<file path="src/rtl/lcd_char_ctrl.sv">
// HD44780-class 8-bit write-only character LCD controller: autonomous power-on
// init sequence, then host command/data bytes over a valid/ready handshake.
module lcd_char_ctrl #(
    parameter int CLK_MHZ   = 100,
    parameter int SETUP_CYC = 10,
    parameter int E_CYC     = 50,
    parameter int HOLD_CYC  = 10,
    parameter int POWER_US  = 15000,
    parameter int FS1_US    = 4100,
    parameter int FS2_US    = 100,
    parameter int SHORT_US  = 40,
    parameter int LONG_US   = 1640
) (
    input  logic       clk_i,
    input  logic       reset_i,
    input  logic       in_valid_i,
    input  logic       in_rs_i,
    input  logic [7:0] in_data_i,
    output logic       in_ready_o,
    input  logic       reinit_i,
    output logic       init_done_o,
    output logic       busy_o,
    output logic       lcd_rs_o,
    output logic       lcd_rw_o,
    output logic       lcd_e_o,
    output logic [7:0] lcd_data_o,
    output logic [3:0] dbg_step_o
);

    localparam int POWER_CYC = POWER_US * CLK_MHZ;
    localparam int FS1_CYC   = FS1_US * CLK_MHZ;
    localparam int FS2_CYC   = FS2_US * CLK_MHZ;
    localparam int SHORT_CYC = SHORT_US * CLK_MHZ;
    localparam int LONG_CYC  = LONG_US * CLK_MHZ;
    localparam int MAX_PL    = (POWER_CYC > LONG_CYC) ? POWER_CYC : LONG_CYC;
    localparam int MAX_CYC   = (MAX_PL > FS1_CYC) ? MAX_PL : FS1_CYC;
    localparam int CW        = $clog2(MAX_CYC + 1);

    typedef enum logic [2:0] {
        S_POWER,
        S_SETUP,
        S_PULSE,
        S_HOLD,
        S_EXEC,
        S_IDLE
    } state_e;

    typedef enum logic [1:0] {
        W_FS1,
        W_FS2,
        W_SHORT,
        W_LONG
    } wait_e;

    state_e        state_q, state_d;
    logic [CW-1:0] cnt_q, cnt_d;
    logic [2:0]    step_q, step_d;
    logic          host_q, host_d;
    logic          pend_q, pend_d;
    logic          done_q, done_d;
    logic          rs_q, rs_d;
    logic [7:0]    data_q, data_d;
    wait_e         wsel_q, wsel_d;

    function automatic logic [7:0] init_byte(input logic [2:0] idx);
        case (idx)
            3'd5:    return 8'h0C;
            3'd6:    return 8'h01;
            3'd7:    return 8'h06;
            default: return 8'h38;
        endcase
    endfunction

    function automatic wait_e init_wait(input logic [2:0] idx);
        case (idx)
            3'd1:    return W_FS1;
            3'd2:    return W_FS2;
            3'd6:    return W_LONG;
            default: return W_SHORT;
        endcase
    endfunction

    function automatic logic [CW-1:0] wait_load(input wait_e w);
        case (w)
            W_FS1:   return CW'(FS1_CYC - 1);
            W_FS2:   return CW'(FS2_CYC - 1);
            W_LONG:  return CW'(LONG_CYC - 1);
            default: return CW'(SHORT_CYC - 1);
        endcase
    endfunction

    always_ff @(posedge clk_i) begin
        if (reset_i) begin
            state_q <= S_POWER;
            cnt_q   <= CW'(POWER_CYC - 1);
            step_q  <= 3'd0;
            host_q  <= 1'b0;
            pend_q  <= 1'b0;
            done_q  <= 1'b0;
            rs_q    <= 1'b0;
            data_q  <= 8'h00;
            wsel_q  <= W_SHORT;
        end else begin
            state_q <= state_d;
            cnt_q   <= cnt_d;
            step_q  <= step_d;
            host_q  <= host_d;
            pend_q  <= pend_d;
            done_q  <= done_d;
            rs_q    <= rs_d;
            data_q  <= data_d;
            wsel_q  <= wsel_d;
        end
    end

    // The counter holds at zero; each state ends on its zero cycle and the
    // next state's length-1 is loaded on entry.
    always_comb begin
        state_d = state_q;
        cnt_d   = (cnt_q == '0) ? cnt_q : cnt_q - 1'b1;
        step_d  = step_q;
        host_d  = host_q;
        pend_d  = pend_q;
        done_d  = done_q;
        rs_d    = rs_q;
        data_d  = data_q;
        wsel_d  = wsel_q;

        if (host_q && state_q != S_IDLE && state_q != S_POWER && reinit_i)
            pend_d = 1'b1;

        case (state_q)
            S_POWER: begin
                if (cnt_q == '0) begin
                    state_d = S_SETUP;
                    cnt_d   = CW'(SETUP_CYC - 1);
                    step_d  = 3'd1;
                    host_d  = 1'b0;
                    rs_d    = 1'b0;
                    data_d  = init_byte(3'd1);
                    wsel_d  = init_wait(3'd1);
                end
            end
            S_SETUP: begin
                if (cnt_q == '0) begin
                    state_d = S_PULSE;
                    cnt_d   = CW'(E_CYC - 1);
                end
            end
            S_PULSE: begin
                if (cnt_q == '0) begin
                    state_d = S_HOLD;
                    cnt_d   = CW'(HOLD_CYC - 1);
                end
            end
            S_HOLD: begin
                if (cnt_q == '0) begin
                    state_d = S_EXEC;
                    cnt_d   = wait_load(wsel_q);
                end
            end
            S_EXEC: begin
                if (cnt_q == '0) begin
                    if (host_q) begin
                        host_d = 1'b0;
                        // A reinit seen on the final exec cycle is honoured too.
                        if (pend_q || reinit_i) begin
                            state_d = S_POWER;
                            cnt_d   = CW'(POWER_CYC - 1);
                            step_d  = 3'd0;
                            done_d  = 1'b0;
                            pend_d  = 1'b0;
                        end else begin
                            state_d = S_IDLE;
                        end
                    end else if (step_q == 3'd7) begin
                        state_d = S_IDLE;
                        done_d  = 1'b1;
                    end else begin
                        state_d = S_SETUP;
                        cnt_d   = CW'(SETUP_CYC - 1);
                        step_d  = step_q + 3'd1;
                        data_d  = init_byte(step_q + 3'd1);
                        wsel_d  = init_wait(step_q + 3'd1);
                    end
                end
            end
            S_IDLE: begin
                if (reinit_i) begin
                    state_d = S_POWER;
                    cnt_d   = CW'(POWER_CYC - 1);
                    step_d  = 3'd0;
                    done_d  = 1'b0;
                    pend_d  = 1'b0;
                end else if (in_valid_i) begin
                    state_d = S_SETUP;
                    cnt_d   = CW'(SETUP_CYC - 1);
                    host_d  = 1'b1;
                    rs_d    = in_rs_i;
                    data_d  = in_data_i;
                    wsel_d  = (!in_rs_i && in_data_i[7:2] == 6'd0) ? W_LONG : W_SHORT;
                end
            end
            default: begin
                state_d = S_POWER;
                cnt_d   = CW'(POWER_CYC - 1);
                step_d  = 3'd0;
                host_d  = 1'b0;
                pend_d  = 1'b0;
                done_d  = 1'b0;
            end
        endcase
    end

    always_comb begin
        dbg_step_o = {1'b0, step_q};
        case (state_q)
            S_POWER: dbg_step_o = 4'd0;
            S_IDLE:  dbg_step_o = 4'd8;
            default: if (host_q) dbg_step_o = 4'd9;
        endcase
    end

    assign in_ready_o  = (state_q == S_IDLE) && !reinit_i && !pend_q;
    assign busy_o      = !in_ready_o;
    assign init_done_o = done_q;
    assign lcd_e_o     = (state_q == S_PULSE);
    assign lcd_rs_o    = rs_q;
    assign lcd_rw_o    = 1'b0;
    assign lcd_data_o  = data_q;

endmodule

</file>
<file path="config.mk">
export PLATFORM = sky130hd
export DESIGN_NAME = lcd_char_ctrl
export DESIGN_NICKNAME = d
export VERILOG_FILES = /design/src/rtl/lcd_char_ctrl.sv
export SDC_FILE = /design/constraint.sdc
export NUM_CORES = 1
export LEC_CHECK = 0
export BUFFER_PORTS_ARGS = -buffer_cell sky130_fd_sc_hd__buf_2
export CAP_MARGIN = 20
export CELL_PAD_IN_SITES_DETAIL_PLACEMENT = 1
export CELL_PAD_IN_SITES_GLOBAL_PLACEMENT = 1
export CORE_MARGIN = 4
export CORE_UTILIZATION = 43
export CTS_CLUSTER_SIZE = 16
export DETAILED_ROUTE_END_ITERATION = 7
export MAX_ROUTING_LAYER = met4
export PLACE_DENSITY = 0.9
export SYNTH_ARGS = -nofsm -noshare
export SYNTH_HDL_FRONTEND = slang
export SYNTH_SLANG_ARGS = --single-unit
</file>
<file path="constraint.sdc">
create_clock -name clk_i -period 3.1 [get_ports clk_i]
set_input_delay 0.31 -clock clk_i [delete_from_list [all_inputs] [get_ports clk_i]]
set_output_delay 0.31 -clock clk_i [all_outputs]
set_load 0.03 [all_outputs]
</file>
After elaboration in Yosys (flattened, before gate mapping) --
Cells that the tools add are included.
Word-level totals: register bits 41, logic and storage cells 137
Operators by class: add/sub/neg operators 2, equal/unequal tests 29, muxes and demuxes 67, bitwise logic cells 2, reductions and logical operators 28
Operator list (count):
- $mux W21 | 10
- $pmux W21 S5 | 1
- $pmux W19 S3 | 1
- $mux W8 | 6
- $mux W3 | 15
- $pmux W8 S3 | 1
- $logic_not A21 Y1 | 1
- $sub A21 B1 Y21 const B | 1
- $eq A3 B3 Y1 const B | 6
- $ne A2 B2 Y1 const B | 9
- $pmux W3 S6 | 1
- $pmux W6 S3 | 1
- $mux W1 | 16
- $ne A3 B3 Y1 const B | 5
- $mux W2 | 6
- $pmux W2 S3 | 2
- $pmux W3 S4 | 1
- $reduce_and A6 Y1 | 2
- $eq A3 B2 Y1 const B | 3
- $pmux W1 S3 | 3
- $pmux W4 S2 | 1
- $reduce_and A4 Y1 | 2
- $reduce_and A7 Y1 | 1
- $eq A3 B1 Y1 const B | 2
- other kinds (19) | 31

Depth between registers and ports, before layout --
word-level depth 9, gate-level depth with buffers 11, gate-level depth less buffers 10

Worst setup path after synthesis --
No wires, ideal clock.
path kind reg2reg, from reg cnt_q[14], to reg cnt_q[0], data arrival time 2.407 ns, slack 0.577 ns, cell stages (with the launch flop) 9, path buffers 1, period minus slack after synthesis 2.523 ns, cell sequence dfxtp_1 -> or4_4 -> nand4b_1 -> nor2_2 -> inv_2 -> clkbuf_1 -> ha_1 -> or3_1 -> a41o_1
Between the ends: cells in the longest elaborated chain, start to end 6, elaborated cells on any way between the ends 12
RTL lines:
- from (decl) | line 56 | logic [CW-1:0] cnt_q, cnt_d;
- from (signal assigned) | line 95 | cnt_q <= CW'(POWER_CYC - 1);
- from (signal assigned) | line 105 | cnt_q <= cnt_d;
- $logic_not A21 Y1 (*)
- $mux W21 | line 120 | cnt_d = (cnt_q == '0) ? cnt_q : cnt_q - 1'b1;
- $mux W21 (on tied branches) | line 176, 167
- $mux W21 | line 164 | if (host_q) begin
- $mux W21 | line 163 | if (cnt_q == '0) begin
- $pmux W21 S5 (*) | line 132 | case (state_q)
Every way passes the cells marked *; elsewhere a longest branch is shown, timed or not. A chain may end at the register's enable or synchronous reset.

Worst setup path in the final report --
from reg cnt_q[10], to reg cnt_q[0]
Same word-level chain as after synthesis.

==> results.txt <==
- Wire length per cell after detailed routing: 19.2 µm
* Total of warnings raised by yosys: 0
- 31 I/O pins were placed.
- Crit path launch: cnt_q[10]$_SDFF_PP0_
- Global route total overflow: 0
- Measured slew at the worst slew-check pin: 0.956 ns
* Final cycle utilization of the critical path: 85.6%
- The H-tree was split into 2 levels.
* Count of hold buffers inserted by post-cts repair: 0
* GR Util met3: 4.89%
* Synth top area cells: sky130_fd_sc_hd__dfxtp_1 (30%), sky130_fd_sc_hd__o21ai_0 (6.6%), sky130_fd_sc_hd__ha_1 (6.4%)
* Number of instances in the synthesized netlist: 357
- Kind of critical path: flip-flop to flip-flop
- Clock-pin slew was measured on the worst setup and hold paths at 0.08 ns.
- Placer's final routability congestion estimate: 0.893
- The endpoint identified for the worst register-to-register timing path is cnt_q[0]$_SDFF_PP1_.
- Of the synthesized area, sequential elements account for 29.9%.
- Met1 Usage GRT: 30.6%
- DRC errors left: 0
- Number of enable-type register cells in the synthesized netlist: 0
- Per-instance average area after synthesis: 7.68 µm²
- The hold violation total from the final report came to 0.
- On the final layout, the worst clock skew is 0.0109 ns.
* Setup slack of the most critical reg-to-reg path: 0.45 ns
* Relative slew slack: 36.0%
- The pre-antenna-repair detailed-routing pass consisted of 4 iterations.
- Number of distinct library cells after synthesis: 62
* Fillers: 786
- Unrepaired setup endpoints after global routing: no
- The run finished with clean final reports.
- Die X-Extent: 87.8 µm
- The clock net in this run drives a total of 41 sinks.
* Die Ht: 87.8 µm
- Number of input and output port buffers inserted: 29
- For this run, the top clock speed supported by timing is 377 MHz.
* Syn nets: 384
- In the synthesized netlist the async set-or-reset flop fraction comes to 0%.
- Measured in cells, the most critical reg-to-reg path has a length of 7.
* Cell taking the most area after synthesis: sky130_fd_sc_hd__dfxtp_1
- At the later pin of the worst-skew pair, clock insertion delay measures 0.30 ns.
- The tightest min-delay check is of the input pin to flip-flop type.
* Number of cell rows: 28
- The worst setup path is captured at a flip-flop.
- For this run, the post-layout net count is 403.
- Max capacitance violation total: 0
- Counting the buffers created by CTS gives 5.
- Synthesis inferred 41 register bits.
* Floorplan die area: 0.00772 mm²
- The number of antenna violations at the first check in global routing was 0.
- The worst register-to-register path begins at cnt_q[10]$_SDFF_PP0_.
- Highest ir drop seen on vdd: 0.170 mV
* Startpoint of the worst hold path: in_data_i[6]
* Global-route wire length before repair: 14.2 mm
- At the worst endpoint, the required time is 3.29 ns.
- Endpoint arrival time on the critical path: 2.84 ns
* Total via count in the routed design: 2819
- Crit path capture: cnt_q[0]$_SDFF_PP1_
- CTS tree: done
- Time the final worst path needs with I/O delays and setup: 2.65 ns
- The first routing iteration left 223 violations.
* Starting Density: 45.2%
- Overall power consumption: 1010 µW
- For this design the static power due to leakage is 0.00115 µW.
- Global routing consumed, on the met2 layer, 37.3% of the routing resources.
- Summed over all failing endpoints, the final setup total negative slack is 0 ns.
* Leading register cell type out of synthesis: sky130_fd_sc_hd__dfxtp_1
- Clk root buf: sky130_fd_sc_hd__clkbuf_8
- Busiest layer in global routing: met2
- Post-detail-place hpwl: 6.33 mm
* Power per unit of standard cell area: 334 mW/mm²
- Layout-stage area growth over the synthesis result: 10.7%
- In the routed layout, each cell is associated on average with a via count of 6.25.
* Post-synth design cell area: 0.00274 mm²
- Ratio of cells with drive above 1 in the final layout: 15.2%
- Entering global routing, the biggest net connects 27 pins.
- Overall track demand over capacity in global routing: 24.0%
- Top fanout value on the critical path: 21
- Number of nets with antenna violations after routing: 0
* Final setup viols: 0
- 0 antenna diodes ended up in the layout.
- Final number of max-transition violations: 0
- The final layout contains routed wiring with a total length of 8.66 mm.
- STA classifies the critical path startpoint as a flip-flop.
- Most used standard cell by instance count after synthesis: sky130_fd_sc_hd__dfxtp_1
- In this run, post-CTS repair resized a total of 0 instances.
- Once the clock tree was built, the setup fixing pass inserted 0 buffers.
- Most used standard cells in the synthesized netlist: sky130_fd_sc_hd__dfxtp_1 (41), sky130_fd_sc_hd__o21ai_0 (36), sky130_fd_sc_hd__nor2_1 (34), sky130_fd_sc_hd__a21oi_1 (30), sky130_fd_sc_hd__nand2_1 (23)
- CORE AREA: 0.00606 mm²
- Worst-case clock buffer depth: 2
- Post-synth top area share: 29.9%
* Vias in the first global route: 2856
cells by family (layout without fill, tap and decap cells):
group | after synthesis | in the layout | share of synthesized area (%)
adders and majority gates | 14 | 14 | 6.39
buffers and inverters | 36 | 55 | 5.48
AOI/OAI and AO/OA | 111 | 111 | 26.1
other | 1 | 1 | 0.137
and+or+nand+nor | 138 | 138 | 26.8
xor gates and xnor gates | 16 | 16 | 5.11
DFF | 41 | 41 | 29.9
cell type report:
type	instances	area, µm²	share of cell area [%]
clock inverters	2	35.0	1.15
well taps	75	93.8	3.09
multi-input cells	280	1770	58.3
clock buffers	5	68.8	2.27
inverters	11	41.3	1.36
repair buffers	37	205	6.76
flip-flops and latches	41	821	27.0
worst max-delay path, stage by stage, from the launching register on:
cell and delay (ns):
sky130_fd_sc_hd__dfxtp_1 0.36, sky130_fd_sc_hd__nor4_1 0.49, sky130_fd_sc_hd__nand2_1 0.33, sky130_fd_sc_hd__nor2_2 0.21, sky130_fd_sc_hd__inv_2 0.18, sky130_fd_sc_hd__ha_1 0.34, sky130_fd_sc_hd__or3_1 0.38, sky130_fd_sc_hd__a41o_1 0.24
per-stage QoR:
stage | std cells | hold WS (ns) | utilization [%] | setup WS, ns | cell area (µm²)
finish | 451 | 0.282 | 50.1 | 0.447 | 3040
global route | 451 | 0.291 | 50.1 | 0.262 | 3040
CTS | 451 | 0.266 | 50.1 | 0.493 | 3040
global placement | 444 | 0.450 | 48.4 | 0.621 | 2930
floorplan | 357 | 0.446 | - | 0.577 | 2740
detailed placement | 444 | 0.453 | 48.4 | 0.535 | 2930
worst min-delay path by stage:
| stage | end | cells past startpoint |
|---|---|---|
| floorplan | lcd_data_o[6]$_SDFFE_PP0P_ | 2 |
| global placement | init_done_o$_SDFFE_PP0P_ | 1 |
| detailed placement | init_done_o$_SDFFE_PP0P_ | 1 |
| CTS | lcd_data_o[6]$_SDFFE_PP0P_ | 3 |
| global route | lcd_data_o[6]$_SDFFE_PP0P_ | 3 |
| finish | lcd_data_o[6]$_SDFFE_PP0P_ | 3 |
registers in the layout, indices dropped and copies added (netlist names):
register and cells:
cnt_q 21, pend_q 1, step_q 3, state_q 3, wsel_q 2, host_q 1, lcd_rs_o 1, lcd_data_o 8
init_done_o 1
routing by layer:
metal / vias to the layer above / share of wire (%)
met5: - / 0
met4: 0 / 1.7
met3: 12 / 6.4
met2: 96 / 48
met1: 1371 / 44
li1: 1340 / -
where the power goes:
| group | total (µW) | leakage [µW] | internal (µW) | switching (µW) |
|---|---|---|---|---|
| Combinational | 45.8 | 0.000763 | 16.0 | 29.9 |
| Sequential | 533 | 0.000331 | 529 | 3.52 |
| Clock | 435 | 0.0000540 | 234 | 201 |
| Total | 1010 | 0.00115 | 780 | 234 |
placed cells by master (no fill, tap or decap), types with 2 or more instances in the layout:
cell	Yosys	routed
sky130_fd_sc_hd__a21oi_1	30	30
sky130_fd_sc_hd__a22o_1	3	3
sky130_fd_sc_hd__a22oi_1	2	2
sky130_fd_sc_hd__a311oi_1	3	3
sky130_fd_sc_hd__and4b_1	2	2
sky130_fd_sc_hd__buf_2	3	29
sky130_fd_sc_hd__buf_4	1	8
sky130_fd_sc_hd__clkbuf_8	0	5
sky130_fd_sc_hd__dfxtp_1	41	41
sky130_fd_sc_hd__ha_1	14	14
sky130_fd_sc_hd__inv_1	9	9
sky130_fd_sc_hd__nand2_1	23	23
sky130_fd_sc_hd__nand3_1	11	11
sky130_fd_sc_hd__nand3b_1	2	2
sky130_fd_sc_hd__nand4_1	7	7
sky130_fd_sc_hd__nor2_1	34	34
sky130_fd_sc_hd__nor2b_1	6	6
sky130_fd_sc_hd__nor3_1	18	18
sky130_fd_sc_hd__nor3b_1	5	5
sky130_fd_sc_hd__nor4_1	10	10
sky130_fd_sc_hd__o211ai_1	4	4
sky130_fd_sc_hd__o21a_1	7	7
sky130_fd_sc_hd__o21ai_0	36	36
sky130_fd_sc_hd__o221a_2	2	2
sky130_fd_sc_hd__o221ai_1	2	2
sky130_fd_sc_hd__o31ai_1	6	6
sky130_fd_sc_hd__or2_2	4	4
sky130_fd_sc_hd__or3_1	2	2
sky130_fd_sc_hd__or4_1	4	4
sky130_fd_sc_hd__xnor2_1	9	9
sky130_fd_sc_hd__xor2_1	7	7
Power figures use the tool's default switching activity.
